## src/rtl/rom_arb_pkg.sv

```systemverilog
// Shared types and constants for the two-requester ROM arbiter.
// Requester 0 is instruction fetch, requester 1 is constant/data load.
package rom_arb_pkg;

  typedef enum logic {
    IDLE,
    WAIT
  } state_t;

  localparam int ADDR_WIDTH_DEF = 8;
  localparam int DATA_WIDTH_DEF = 16;

  localparam int REQ_FETCH = 0;
  localparam int REQ_LOAD  = 1;

endpackage

```

## src/rtl/rr_arbiter_2.sv

```systemverilog
// Combinational two-way round-robin pick: on a tie, the requester that
// did not win last time is selected.
module rr_arbiter_2 (
  input  logic req_0,
  input  logic req_1,
  input  logic last,
  output logic sel,
  output logic any
);

  always_comb begin
    any = req_0 | req_1;
    if (req_0 && req_1) begin
      sel = ~last;
    end else begin
      sel = req_1;
    end
  end

endmodule

```

## src/rtl/rom_arbiter.sv

```systemverilog
// Shares one synchronous ROM between fetch and load requesters, one read
// in flight at a time, with a per-requester registered response pulse.
module rom_arbiter
  import rom_arb_pkg::*;
#(
  parameter int ADDR_WIDTH  = ADDR_WIDTH_DEF,
  parameter int DATA_WIDTH  = DATA_WIDTH_DEF,
  parameter int ROM_LATENCY = 1
) (
  input  logic                  clock,
  input  logic                  reset,
  input  logic                  req_0,
  input  logic [ADDR_WIDTH-1:0] addr_0,
  output logic                  gnt_0,
  output logic                  rvalid_0,
  output logic [DATA_WIDTH-1:0] rdata_0,
  input  logic                  req_1,
  input  logic [ADDR_WIDTH-1:0] addr_1,
  output logic                  gnt_1,
  output logic                  rvalid_1,
  output logic [DATA_WIDTH-1:0] rdata_1,
  output logic [ADDR_WIDTH-1:0] rom_address,
  input  logic [DATA_WIDTH-1:0] rom_data,
  output logic                  busy
);

  localparam int CNT_W = $clog2(ROM_LATENCY + 1);

  state_t          state, state_next;
  logic [CNT_W-1:0] count, count_next;
  logic            owner, owner_next;
  logic            last, last_next;
  logic [ADDR_WIDTH-1:0] address_next;
  logic [DATA_WIDTH-1:0] rdata_0_next, rdata_1_next;
  logic            rvalid_0_next, rvalid_1_next;
  logic            sel, any;

  rr_arbiter_2 u_pick (
    .req_0 (req_0),
    .req_1 (req_1),
    .last  (last),
    .sel   (sel),
    .any   (any)
  );

  // Grants are only offered while idle and never while reset is asserted.
  assign gnt_0 = !reset && (state == IDLE) && any && (sel == 1'(REQ_FETCH));
  assign gnt_1 = !reset && (state == IDLE) && any && (sel == 1'(REQ_LOAD));
  assign busy  = (state == WAIT);

  always_comb begin
    state_next    = state;
    count_next    = count;
    owner_next    = owner;
    last_next     = last;
    address_next  = rom_address;
    rdata_0_next  = rdata_0;
    rdata_1_next  = rdata_1;
    rvalid_0_next = 1'b0;
    rvalid_1_next = 1'b0;
    case (state)
      IDLE: begin
        if (any) begin
          address_next = sel ? addr_1 : addr_0;
          owner_next   = sel;
          last_next    = sel;
          count_next   = CNT_W'(ROM_LATENCY);
          state_next   = WAIT;
        end
      end
      WAIT: begin
        if (count != '0) begin
          count_next = count - CNT_W'(1);
        end else begin
          // Response demux: only the owner's data register is updated.
          if (owner == 1'(REQ_LOAD)) begin
            rdata_1_next  = rom_data;
            rvalid_1_next = 1'b1;
          end else begin
            rdata_0_next  = rom_data;
            rvalid_0_next = 1'b1;
          end
          state_next = IDLE;
        end
      end
      default: state_next = IDLE;
    endcase
  end

  always_ff @(posedge clock or posedge reset) begin
    if (reset) begin
      state       <= IDLE;
      count       <= '0;
      owner       <= 1'b0;
      last        <= 1'b1;
      rom_address <= '0;
      rdata_0     <= '0;
      rdata_1     <= '0;
      rvalid_0    <= 1'b0;
      rvalid_1    <= 1'b0;
    end else begin
      state       <= state_next;
      count       <= count_next;
      owner       <= owner_next;
      last        <= last_next;
      rom_address <= address_next;
      rdata_0     <= rdata_0_next;
      rdata_1     <= rdata_1_next;
      rvalid_0    <= rvalid_0_next;
      rvalid_1    <= rvalid_1_next;
    end
  end

endmodule
```

## config.mk

```make
export PLATFORM = sky130hd
export DESIGN_NAME = rom_arbiter
export DESIGN_NICKNAME = d
export VERILOG_FILES = /design/src/rtl/rom_arb_pkg.sv /design/src/rtl/rr_arbiter_2.sv /design/src/rtl/rom_arbiter.sv
export SDC_FILE = /design/constraint.sdc
export NUM_CORES = 1
export LEC_CHECK = 0
export CAP_MARGIN = 20
export CELL_PAD_IN_SITES_DETAIL_PLACEMENT = 1
export CELL_PAD_IN_SITES_GLOBAL_PLACEMENT = 2
export CORE_MARGIN = 2
export CORE_UTILIZATION = 41
export CTS_CLUSTER_SIZE = 16
export DETAILED_ROUTE_END_ITERATION = 12
export DONT_BUFFER_PORTS = 1
export GPL_TIMING_DRIVEN = 0
export PLACE_DENSITY_LB_ADDON = 0.1
export RECOVER_POWER = 100
export SLEW_MARGIN = 20
export SYNTH_ARGS = -nofsm -noshare
export SYNTH_HDL_FRONTEND = slang
export SYNTH_SLANG_ARGS = --single-unit
```

## constraint.sdc

```tcl
create_clock -name clock -period 2.8 [get_ports clock]
set_clock_uncertainty 0.15 [all_clocks]
set_input_delay 0.42 -clock clock [delete_from_list [all_inputs] [get_ports clock]]
set_output_delay 0.42 -clock clock [all_outputs]
set_load 0.01 [all_outputs]
```

==> reports/summary.txt <==
Post-Syn Instances: 134
setup slack after layout: 0.6020 ns
TritonCTS clock tree: done
CTS buffer count: 5
Max Cap Viol: 0
Filler cells: 461
static leakage: 0.8646 nW
delay-heaviest family, CP: buffers and inverters
worst reg-to-reg setup slack: 0.60 ns
H-Tree Depth: 2
cells along the critical path: inv_1 > nor3_4 > clkbuf_1 > mux2_1
Final Cell Area: 0.001994 mm^2
GRT Util Overall: 0.1509
Post-CTS Hold Buffers: 1
post-CTS resize count: 0
Post-synth top cells: dfrtp_1, mux2_2, a21oi_1
crit share post-route: 0.7850
overall power: 2.490 mW
GPL Wtd Cong: 0.6929
Top Layer Used: met4
HPWL after detailed placement: 2753 um
Synth Register Bits: 46
via count: 1087
Max VDD drop: 0.3915 mV
Clock Latency Late Sink: 0.28 ns
Reg area: 0.001152 mm^2
core area: 0.004354 mm^2
worst slack, placed: 0.9138 ns
count leader, synth: dfrtp_1
first-pass GRT wire length: 6003 um
total global routing overflow: 0
vias per inst: 5.546
metal2 WL: 1943 um
P per Cell Area: 1248 mW/mm^2
Critical R2R Launch: busy
clk sink count: 46
ant diodes: 0
initial cell density of the core: 0.4284
DRC Markers: 0
1st-pass router iterations: 3
crit path kind: reg -> reg
row cnt: 24
CP max stage delay: 0.54 ns
Yosys top cell by area: dfrtp_1
share of layout cells above drive strength 1: 0.2639
Root Buffer: clkbuf_8
number of port buffers: 0
DIE AREA: 0.005106 mm^2
antenna violations before repair: 0
crit path to: rdata_0[5]
post-synth top area share: 0.6036
ANT nets after route: 0
top_reg_cell synth: dfrtp_1
DIE HEIGHT: 71.46 um
Max Buffers Root-to-Sink: 2
Layout area overhead: 6.908%
hold crit path type: in -> reg
Crit. Startpoint: busy
Worst R2R Path Depth: 4
Hold Vio Cnt, Final: 0
initial drt markers: 22
Crit. path cell count: 4
final setup violation count: 0
post-synth net total: 170
post-CTS setup buffers: 0
Critical Path Slowest Stage Cell: clkbuf_1
Layout Nets: 179
Fmax: 455.0 MHz
min Tclk post-route: 2.198 ns
Synth async-reset ratio: 1.000
largest cells by area after synthesis: dfrtp_1, mux2_2, mux2_4
reg2reg end: rdata_0[5]
number of flops mapped to enable cells by yosys: 0
M1 wire length: 1443 um
CP Launch Type: flop
CP arrival: 2.21 ns
Post-Syn Area per Cell: 13.92 um^2
area of the multi-input gates: 618.1 um^2
Total Wirelength: 3728 um
routed len/inst: 19.02 um
worst relative slew slack: 0.3069
Post-DP Area: 0.001958 mm^2
Reg clk slew, reported paths: 0.08 ns
Yosys cell types: 23
total negative slack: 0 ns
largest net degree at the start of global routing: 27
RSZ-0062 raised after global routing: no
Finished Layout Cells: 196
Post-Place Cells: 187
warnings from Yosys: 0
metal3 WL: 324 um
Worst EP required: 2.81 ns
CP bufs+invs: 2
Tightest Pin Transition: 1.038 ns
biggest fanout along the worst timing path: 10
DIE WIDTH: 71.46 um
final slew viol count: 0
mapped cell area: 0.001866 mm^2
endpoint type of the worst setup path: flop
vias in the first global route: 1227
IO Count: 81
register area share after synthesis: 0.6177
status: finished clean
## flip-flops by register name, summed over array words and instances, names as in the netlist
name / cells
count: 1
rvalid_0: 1
busy: 1
rdata_0: 16
rdata_1: 16
rvalid_1: 1
rom_address: 8
owner: 1
last: 1
## through the flow
| stage | hold slack [ns] | util |
|---|---|---|
| 3_5_place_dp | 0.2536 | 0.4497 |
| 3_3_place_gp | 0.3529 | 0.4434 |
| 5_1_grt | 0.03496 | 0.4580 |
| 6_report | 0.05184 | 0.4580 |
| 4_1_cts | 0.04295 | 0.4730 |
| 2_1_floorplan | 0.3430 | - |
## power breakdown
group | total, mW | switching (mW) | internal [mW]
sequential | 1.40 | 0.392 | 1.01
combinational | 0.681 | 0.311 | 0.370
clock | 0.405 | 0.205 | 0.199
## worst min-delay path by stage
stage | startpoint | to | cells after the start
finish | req_0 | last | 1
global route | req_0 | last | 1
CTS | req_0 | last | 1
detailed placement | reset | rom_address[4] | 1
global placement | req_0 | last | 1
floorplan | req_0 | last | 1
## cells by family (layout without fill, tap and decap cells)
logic type      after synthesis  count (layout)  synth area share
compound gates               24              24           0.07713
buf+inv                       8              18           0.03018
mux                          32              32            0.2113
flops                        46              46            0.6177
simple gates                 24              24           0.06371
## per-layer routing
| layer | up-vias | track usage |
|---|---|---|
| li1 | 475 | - |
| met2 | 46 | 0.2665 |
| met5 | - | 0 |
| met3 | 2 | 0.05626 |
| met1 | 564 | 0.1702 |
| met4 | 0 | 0.04403 |
## layout make-up
class                   count  share of cell area
plain buffers               5            0.009410
clock buffers               7             0.04329
clock inverters             1            0.002509
inverters                   3            0.005646
multi-input cells          80              0.3099
flip-flops and latches     46              0.5778
well taps                  52             0.03262
repair buffers              2             0.01882
## cell usage in the layout (no fill, tap or decap)
master,count
nor3_4,1
o21ba_2,1
a31oi_1,1
buf_16,1
mux2_2,23
inv_1,3
nand2_1,10
a21bo_2,1
mux2_4,1
and2b_1,1
a21o_2,1
dfstp_2,1
a21oi_1,17
mux2_1,8
nor3_1,3
dfrtp_1,45
o21bai_1,1
clkinv_2,1
clkbuf_8,6
o21ai_0,1
clkbuf_1,6
dlygate4sd3_1,1
nor2_1,9
a21boi_2,1
(Power assumes the default switching activity.)
